`config.mk`:
```
export PLATFORM = sky130hd
export DESIGN_NAME = key_search_ctrl
export DESIGN_NICKNAME = d
export VERILOG_FILES = /design/src/rtl/arc4_pkg.sv /design/src/rtl/key_search_ctrl.sv
export SDC_FILE = /design/constraint.sdc
export NUM_CORES = 1
export LEC_CHECK = 0
export CAP_MARGIN = 0
export CELL_PAD_IN_SITES_DETAIL_PLACEMENT = 0
export CELL_PAD_IN_SITES_GLOBAL_PLACEMENT = 1
export CORE_MARGIN = 2
export CORE_UTILIZATION = 38
export DETAILED_ROUTE_END_ITERATION = 8
export PLACE_DENSITY_LB_ADDON = 0.1
export SETUP_SLACK_MARGIN = 0.2
export SYNTH_ARGS = -nofsm -noshare
export SYNTH_HDL_FRONTEND = slang
export SYNTH_SLANG_ARGS = --single-unit
```
`constraint.sdc`:
```
create_clock -name clk -period 2.1 [get_ports clk]
set_input_delay 0.315 -clock clk [delete_from_list [all_inputs] [get_ports clk]]
set_output_delay 0.315 -clock clk [all_outputs]
set_load 0.005 [all_outputs]
```
`src/rtl/arc4_pkg.sv`:
```
// Shared types and constants for the ARC4 key search controller.
// Covers the state encoding, the printable-ASCII window and the key width.
package arc4_pkg;

   localparam int KEY_W = 24;

   localparam logic [7:0] PRINT_LO = 8'h20;
   localparam logic [7:0] PRINT_HI = 8'h7E;

   typedef enum logic [3:0] {
      KS_IDLE      = 4'd0,
      KS_START     = 4'd1,
      KS_WAIT_BUSY = 4'd2,
      KS_WAIT_DONE = 4'd3,
      KS_RD_LEN    = 4'd4,
      KS_LEN_WAIT  = 4'd5,
      KS_RD_BYTE   = 4'd6,
      KS_BYTE_WAIT = 4'd7,
      KS_NEXT      = 4'd8,
      KS_DONE      = 4'd9
   } ks_state_t;

   function automatic logic is_print(input logic [7:0] b);
      return (b >= PRINT_LO) && (b <= PRINT_HI);
   endfunction

endpackage

```
`src/rtl/key_search_ctrl.sv`:
```
// Steps arc4 over a key range and scans each plaintext for printable ASCII.
// Owns the plaintext port: arc4 writes it, then the scanner reads it back.
module key_search_ctrl
   import arc4_pkg::*;
#(
   parameter logic [KEY_W-1:0] KEY_START = 24'h000000,
   parameter logic [KEY_W-1:0] KEY_STEP  = 24'h000001,
   parameter logic [KEY_W-1:0] KEY_LAST  = 24'hFFFFFF
) (
   input  logic             clk,
   input  logic             rst_n,
   input  logic             en,
   output logic             rdy,
   output logic [KEY_W-1:0] key,
   output logic             key_valid,
   output logic             a4_en,
   input  logic             a4_rdy,
   output logic [KEY_W-1:0] a4_key,
   input  logic [7:0]       a4_pt_addr,
   input  logic [7:0]       a4_pt_wrdata,
   input  logic             a4_pt_wren,
   output logic [7:0]       pt_addr,
   output logic [7:0]       pt_wrdata,
   output logic             pt_wren,
   input  logic [7:0]       pt_rddata
);

   ks_state_t        state_q, state_d;
   logic             rdy_q, rdy_d;
   logic [KEY_W-1:0] key_q, key_d;
   logic             key_valid_q, key_valid_d;
   logic             a4_en_q, a4_en_d;
   logic [KEY_W-1:0] a4_key_q, a4_key_d;
   logic [7:0]       addr_q, addr_d;
   logic [7:0]       len_q, len_d;
   logic [KEY_W:0]   next_key;
   logic             in_arc4;

   // Carry out of bit 23 means the step wrapped past the key space.
   assign next_key = {1'b0, a4_key_q} + {1'b0, KEY_STEP};

   always_comb begin
      state_d     = state_q;
      key_d       = key_q;
      key_valid_d = key_valid_q;
      a4_en_d     = 1'b0;
      a4_key_d    = a4_key_q;
      addr_d      = addr_q;
      len_d       = len_q;
      unique case (state_q)
         KS_IDLE, KS_DONE: begin
            if (en) begin
               state_d     = KS_START;
               key_valid_d = 1'b0;
               a4_key_d    = KEY_START;
            end
         end
         KS_START: begin
            if (a4_rdy) begin
               a4_en_d = 1'b1;
               state_d = KS_WAIT_BUSY;
            end
         end
         KS_WAIT_BUSY: begin
            if (!a4_rdy) state_d = KS_WAIT_DONE;
         end
         KS_WAIT_DONE: begin
            if (a4_rdy) begin
               addr_d  = 8'd0;
               state_d = KS_RD_LEN;
            end
         end
         KS_RD_LEN: begin
            state_d = KS_LEN_WAIT;
         end
         KS_LEN_WAIT: begin
            len_d = pt_rddata;
            if (pt_rddata == 8'd0) begin
               key_d       = a4_key_q;
               key_valid_d = 1'b1;
               state_d     = KS_DONE;
            end else begin
               addr_d  = 8'd1;
               state_d = KS_RD_BYTE;
            end
         end
         KS_RD_BYTE: begin
            state_d = KS_BYTE_WAIT;
         end
         KS_BYTE_WAIT: begin
            if (!is_print(pt_rddata)) begin
               state_d = KS_NEXT;
            end else if (addr_q == len_q) begin
               key_d       = a4_key_q;
               key_valid_d = 1'b1;
               state_d     = KS_DONE;
            end else begin
               addr_d  = addr_q + 8'd1;
               state_d = KS_RD_BYTE;
            end
         end
         KS_NEXT: begin
            if (next_key[KEY_W] ||
                (next_key[KEY_W-1:0] > KEY_LAST)) begin
               state_d = KS_DONE;
            end else begin
               a4_key_d = next_key[KEY_W-1:0];
               state_d  = KS_START;
            end
         end
         default: begin
            state_d = KS_IDLE;
         end
      endcase
      rdy_d = (state_d == KS_IDLE) || (state_d == KS_DONE);
   end

   always_ff @(posedge clk or negedge rst_n) begin
      if (!rst_n) begin
         state_q     <= KS_IDLE;
         rdy_q       <= 1'b1;
         key_q       <= '0;
         key_valid_q <= 1'b0;
         a4_en_q     <= 1'b0;
         a4_key_q    <= KEY_START;
         addr_q      <= 8'd0;
         len_q       <= 8'd0;
      end else begin
         state_q     <= state_d;
         rdy_q       <= rdy_d;
         key_q       <= key_d;
         key_valid_q <= key_valid_d;
         a4_en_q     <= a4_en_d;
         a4_key_q    <= a4_key_d;
         addr_q      <= addr_d;
         len_q       <= len_d;
      end
   end

   assign in_arc4 = (state_q == KS_START) ||
                    (state_q == KS_WAIT_BUSY) ||
                    (state_q == KS_WAIT_DONE);

   always_comb begin
      pt_addr   = addr_q;
      pt_wrdata = 8'd0;
      pt_wren   = 1'b0;
      unique case (1'b1)
         in_arc4: begin
            pt_addr   = a4_pt_addr;
            pt_wrdata = a4_pt_wrdata;
            pt_wren   = a4_pt_wren;
         end
         default: begin
            pt_addr   = addr_q;
         end
      endcase
   end

   assign rdy       = rdy_q;
   assign key       = key_q;
   assign key_valid = key_valid_q;
   assign a4_en     = a4_en_q;
   assign a4_key    = a4_key_q;

endmodule

```
==> flow_metrics.py, run 1 <==
metrics = {
    "run_status": {
        "outcome": "finished, final reports clean",
    },
    "setup_path": {
        "cp_data_required_time_ns": 1.78,
        "critPathLaunchType": "flop",
        "path_max_fanout": 5,
        "worstSetupPathType": "reg2out",
        "worstPathArrival_ns": 1.78,
        "endpoint_kind": "output pin",
    },
    "finish": {
        "final_net_count": 578,
        "antenna_cells": 0,
        "stdcell_count": 684,
        "syn2layout_area_growth_pct": 74.9,
        "final_util": 0.678,
        "fin_area_um2": 6570,
        "drive_gt1_frac": 0.466,
    },
    "sta": {
        "period_needed_ns": 2.09,
        "fin_tns_setup_ns": 0,
        "finalHoldViolCount": 0,
        "period_share": 0.996,
        "maxSlewViolCount": 0,
        "fmax_mhz": 478,
        "grt_setup_unrepaired": "yes",
        "setup_violations": 0,
        "slew_headroom": 0.659,
        "worst_slack_ns": 0.00794,
        "finClkSkew_ns": 0.0141,
        "worst-slew-pin-transition_ns": 0.512,
    },
    "die": {
        "die_x_um": 103,
        "die_h_um": 103,
        "io_pins": 97,
        "core-area_um2": 9680,
        "num_rows": 36,
        "dieArea_um2": 10700,
        "start_util": 0.388,
    },
    "detailed_routing": {
        "routed_wl_um": 11800,
        "first_iter_violations": 129,
        "drt.antenna.violating_nets": 0,
        "avgViaCountPerCell": 5.23,
        "drc_errors": 0,
        "vias": 3576,
        "wl_per_cell_um": 17.2,
        "first_pass_iters": 4,
    },
    "placement": {
        "gp_congestion": 0.850,
        "place_area_um2": 5250,
        "post-place-ws_ns": -0.287,
        "dpl.cell_count": 619,
        "port_buffers": 96,
        "hpwl_um": 7010,
    },
    "synth": {
        "ys_seq_area_frac": 0.473,
        "yosysWarningCount": 0,
        "synthTopCellsByCount": "dfrtp_1, mux2_2, nor2_1",
        "synth_top_area_cell": "dfrtp_1",
        "syn_nets": 383,
        "syn-instance-count": 352,
        "synth-edff-count": 0,
        "yosys.cell_types.count": 53,
        "postSynthAreaPerCell_um2": 10.7,
        "async_flop_share": 1.00,
        "synth_flop_cell": "dfrtp_1",
        "synth.most_common_cell": "dfrtp_1",
        "ys_ff_latch": 71,
        "netlist.area_leader.share": 0.466,
        "synthTopCellsByArea": "dfrtp_1, mux2_2, xnor2_1",
        "netlist_area_um2": 3760,
    },
    "global_routing": {
        "grt_pass1_wl_um": 17600,
        "met2_usage": 0.309,
        "antenna_found_initial": 0,
        "use_met3": 0.0390,
        "overflow": 0,
        "grt_pass1_vias": 3438,
        "grt_util_met1": 0.327,
        "grt_max_degree": 38,
        "grt_usage": 0.214,
        "grt_busiest_layer": "met1",
    },
    "clock_network": {
        "numCtsBuffers": 9,
        "cts.path.max_buffers": 2,
        "numClockSinks": 71,
        "cts.clk_slew.worst_paths_ns": 0.08,
        "cts_root_buffer": "clkbuf_8",
        "clock_latency_ns": 0.35,
        "h-tree-depth": 3,
        "cts_tree": "built",
    },
    "flow_run": {
        "maxCapViolCount": 0,
    },
    "power_and_ir_drop": {
        "power.density_nw_per_um2": 890,
        "ir_drop_uv": 601,
        "p_leak_nw": 2.84,
    },
    "min_path": {
        "hold_class": "in2reg",
    },
}
-- stage by stage --
| stage | power (mW) | hold slack, ns |
|---|---|---|
| final | 5.85 | 0.417 |
| after global routing | 6.17 | 0.416 |
| after CTS | 5.41 | 0.403 |
| after detailed placement | 3.67 | 0.320 |
| after global placement | 3.66 | 0.323 |
| after floorplan | 2.68 | 0.0194 |
-- flip-flops by register name (all words and copies together) (netlist names) --
register	flops
a4_en	1
a4_key	24
addr_q	8
key	24
key_valid	1
len_q	8
rdy	1
state_q	4
-- metal layers --
layer | wire (um) | vias up | share of wire
li1 | - | 1654 | -
met1 | 5630 | 1810 | 0.48
met2 | 5460 | 104 | 0.46
met3 | 621 | 8 | 0.053
met4 | 80 | 0 | 0.0068
met5 | 0 | - | 0
-- path summary, 6_finish.rpt --
path	from	to	slack (ns)	depth (start not counted)
setup reg to reg	addr_q[1]	addr_q[4]	0.03	8
hold / removal	pt_rddata[6]	len_q[6]	0.42	2
hold reg to reg	key_valid	key_valid	0.50	1
setup / recovery	state_q[1]	pt_addr[7]	0.008	6
min in group asynchronous	rst_n	state_q[1]	0.48	2
max in group asynchronous	rst_n	addr_q[5]	1.08	3
-- area by class of cell --
cell class | instances | area (um^2)
Timing Repair Buffer | 196 | 1940
Clock inverter | 6 | 62.6
Fill cell | 744 | 3120
Clock buffer | 9 | 124
Sequential cell | 71 | 1790
Multi-Input combinational cell | 262 | 2470
Inverter | 7 | 26.3
Tap cell | 133 | 166
-- critical path: stages, from the launching register on --
cell and delay (ns):
dfrtp_1 0.37, inv_2 0.06, a211oi_4 0.30, buf_6 0.17, buf_6 0.11, mux2_4 0.30
buf_6 0.12
-- cell usage in the layout, fill, tap and decap left out, drive strengths merged, types with 8 or more instances in the layout --
cell | synthesis | final
buf | 11 | 115
clkdlybuf4s50 | 0 | 73
dfrtp | 70 | 70
mux2 | 40 | 40
nor2 | 33 | 33
nand2 | 26 | 26
nand3 | 25 | 25
xnor2 | 24 | 24
a21oi | 16 | 16
and2 | 11 | 11
clkbuf | 2 | 11
nor3 | 11 | 11
nor4 | 10 | 10
o21ai | 8 | 8
-- kinds of logic after synthesis --
kind of cell,count (synthesis),synth area share
AND/OR/NAND/NOR,145,0.226
flip-flops,71,0.473
AO/OA/AOI/OAI,45,0.0796
multiplexers,44,0.131
XOR/XNOR,24,0.0560
buffers and inverters,20,0.0253
adder cells (fa/ha/maj),3,0.00933
-- report_power, final --
group | internal [mW] | switching [mW] | leakage [nW]
logic | 1.80 | 1.29 | 1.79
clock network | 0.538 | 0.541 | 0.0871
registers | 1.54 | 0.138 | 0.955
-- repair_timing --
item,CTS,global route
endpoints found under the setup margin,48,81
cloned,4,2
gates resized for setup,171,76
hold buffers,1,0
endpoints found under the hold margin,34,0
setup buffers,25,18
pin swaps,24,35
(Power assumes the default switching activity.)
==> run 2, diff against run 1 <==
--- a/config.mk
+++ b/config.mk
@@ -9,7 +9,8 @@
 export CELL_PAD_IN_SITES_DETAIL_PLACEMENT = 0
 export CELL_PAD_IN_SITES_GLOBAL_PLACEMENT = 1
 export CORE_MARGIN = 2
-export CORE_UTILIZATION = 38
+export CORE_UTILIZATION = 39
+export CTS_BUF_LIST = sky130_fd_sc_hd__clkbuf_8
 export DETAILED_ROUTE_END_ITERATION = 8
 export PLACE_DENSITY_LB_ADDON = 0.1
 export SETUP_SLACK_MARGIN = 0.2
==> run 2 against run 1 <==
Against the previous run: the flow now finishes with violations (negative setup slack); sequential share of layout area is 0.89 points higher; critical endpoint is now pt_addr[6]; cell count decreased by 0.29%; clock power fell by 4%; worst hold slack gained 0.0077 ns; fmax decreased by 0.94%; critical path type unchanged; global-route usage is 0.64 points lower.
==> flow_metrics.py, run 2 (same netlist as run 1, synthesis figures left out) <==
metrics = {
    "die": {
        "die_h_um": 102,
        "start_util": 0.405,
        "die_x_um": 102,
        "num_rows": 35,
        "core-area_um2": 9280,
        "dieArea_um2": 10400,
        "io_pins": 97,
    },
    "power_and_ir_drop": {
        "p_sw_mw": 1.92,
        "power.share.clock": 0.180,
        "comb_power_share": 0.527,
        "p_leak_nw": 2.80,
        "switching_share": 0.332,
        "p_int_mw": 3.87,
        "power.density_nw_per_um2": 909,
        "ir_drop_uv": 637,
        "pwr-share-seq": 0.293,
    },
    "sta": {
        "slew_headroom": 0.695,
        "timing.hold.ws_ns": 0.424,
        "period_share": 1.01,
        "grt_setup_unrepaired": "yes",
        "maxSlewViolCount": 0,
        "worst-slew-pin-transition_ns": 0.456,
        "worst_slack_ns": -0.0119,
        "fmax_mhz": 473,
        "finClkSkew_ns": 0.0117,
        "setup_violations": 4,
        "finalHoldViolCount": 0,
        "period_needed_ns": 2.11,
        "fin_tns_setup_ns": -0.0326,
    },
    "finish": {
        "drive_gt1_frac": 0.458,
        "syn2layout_area_growth_pct": 69.6,
        "antenna_cells": 0,
        "final_util": 0.686,
        "fin_area_um2": 6370,
        "final_net_count": 580,
        "nFillCells": 747,
        "final_cell_mix": "buf_4, clkdlybuf4s50_1, dfrtp_1",
        "final_common_cell": "buf_4",
    },
    "placement": {
        "hpwl_um": 7150,
        "post-place-ws_ns": -0.253,
        "gp_congestion": 0.886,
        "place_area_um2": 5280,
        "port_buffers": 96,
    },
    "global_routing": {
        "grt_max_degree": 42,
        "grt_pass1_wl_um": 16800,
        "overflow": 0,
        "grt_usage": 0.208,
        "grt_pass1_vias": 3393,
        "antenna_found_initial": 0,
    },
    "detailed_routing": {
        "first_pass_iters": 4,
        "routed_wl_um": 11500,
        "drc_errors": 0,
        "drt.antenna.violating_nets": 0,
        "vias": 3464,
        "wl_per_cell_um": 16.8,
        "avgViaCountPerCell": 5.08,
        "met1_length_um": 5690,
        "wl_met2_um": 5050,
        "dr_wl_met3_um": 573,
        "top_layer": "met4",
        "first_iter_violations": 118,
    },
    "setup_path": {
        "worstPathArrival_ns": 1.80,
        "worstSetupPathType": "reg2out",
        "max_stage_delay_ns": 0.38,
        "crit_path_top_delay_cell": "dfrtp_2",
        "endpoint_kind": "output pin",
        "crit_chain": "inv_2, a211oi_4, buf_6, buf_4, mux2_2, buf_2",
        "path_max_fanout": 5,
        "cp_data_required_time_ns": 1.78,
        "critPathLaunchType": "flop",
    },
    "flow_run": {
        "maxCapViolCount": 0,
    },
    "clock_network": {
        "cts.path.max_buffers": 2,
        "cts_root_buffer": "clkbuf_8",
        "numCtsBuffers": 9,
        "clock_latency_ns": 0.35,
        "h-tree-depth": 3,
        "cts.clk_slew.worst_paths_ns": 0.08,
        "numClockSinks": 71,
        "cts_tree": "built",
    },
    "run_status": {
        "outcome": "complete, but fails checks",
        "violations": "negative setup slack",
    },
    "min_path": {
        "hold_class": "in2reg",
    },
}
==> run 2: cell types whose count changed in the layout (fill, tap and decap cells not counted), sizes merged <==
cell           previous run  this run
inv                       7         9
buf                     115       116
clkinvlp                  3         1
dlygate4sd2               5         2
clkdlybuf4s50            73        76
clkbuf                   11        12
==> run 2: area by class of cell <==
cell class | instances | area (um^2) | share of cell area
tap | 129 | 161 | 0.0253
timing repair buffer | 198 | 1870 | 0.294
multi-input combinational | 262 | 2340 | 0.368
clock buffer | 9 | 124 | 0.0194
inverter | 7 | 26.3 | 0.00412
clock inverter | 6 | 55.1 | 0.00864
sequential | 71 | 1790 | 0.281
==> run 2: worst max-delay path, delay by kind of cell, from the launching register on <==
kind | cells | cell delay (ns)
flip-flops | 1 | 0.38
AO/OA/AOI/OAI | 1 | 0.29
buffers and inverters | 4 | 0.46
multiplexers | 1 | 0.31
==> run 2: per-layer routing <==
metal	track usage	vias up
met4	0.0585	0
met5	0	-
met3	0.0499	11
li1	-	1659
met2	0.303	93
met1	0.308	1701
==> run 2: per-stage QoR <==
step           std cells  total power [mW]
4_1_cts              657              5.26
3_3_place_gp         622              3.68
2_1_floorplan        352              2.68
3_5_place_dp         622              3.71
5_1_grt              682              6.11
6_report             682              5.79
==> run 2: path summary, 6_finish.rpt <==
| check | startpoint | end | slack (ns) | depth (start not counted) |
|---|---|---|---|---|
| worst min-delay path | pt_rddata[6] | len_q[6] | 0.42 | 2 |
| min in group asynchronous | rst_n | state_q[1] | 0.45 | 2 |
| worst min register to register | key_valid | key_valid | 0.49 | 1 |
| worst max-delay path | state_q[0] | pt_addr[6] | -0.01 | 6 |
| worst max register to register | addr_q[3] | key[22] | 0.05 | 7 |
| max in group asynchronous | rst_n | rdy | 1.04 | 3 |
==> run 2: power by group through the flow <==
stage / combinational, mW / sequential [mW] / clock [mW]
after floorplan: 1.02 / 1.66 / 0
after detailed placement: 1.99 / 1.71 / 0
after global routing: 3.26 / 1.72 / 1.13
final: 3.05 / 1.70 / 1.04
after global placement: 1.97 / 1.71 / 0
after CTS: 2.51 / 1.68 / 1.08
==> run 2: what timing repair did <==
item | 4_1_cts | 5_1_grt
resized for setup | 118 | 95
pin swaps | 20 | 31
buffers inserted | 18 | 21
hold buffers | 1 | 0
gates cloned | 1 | 4
endpoints found under the setup margin | 48 | 68
hold endpoints to repair | 30 | 0
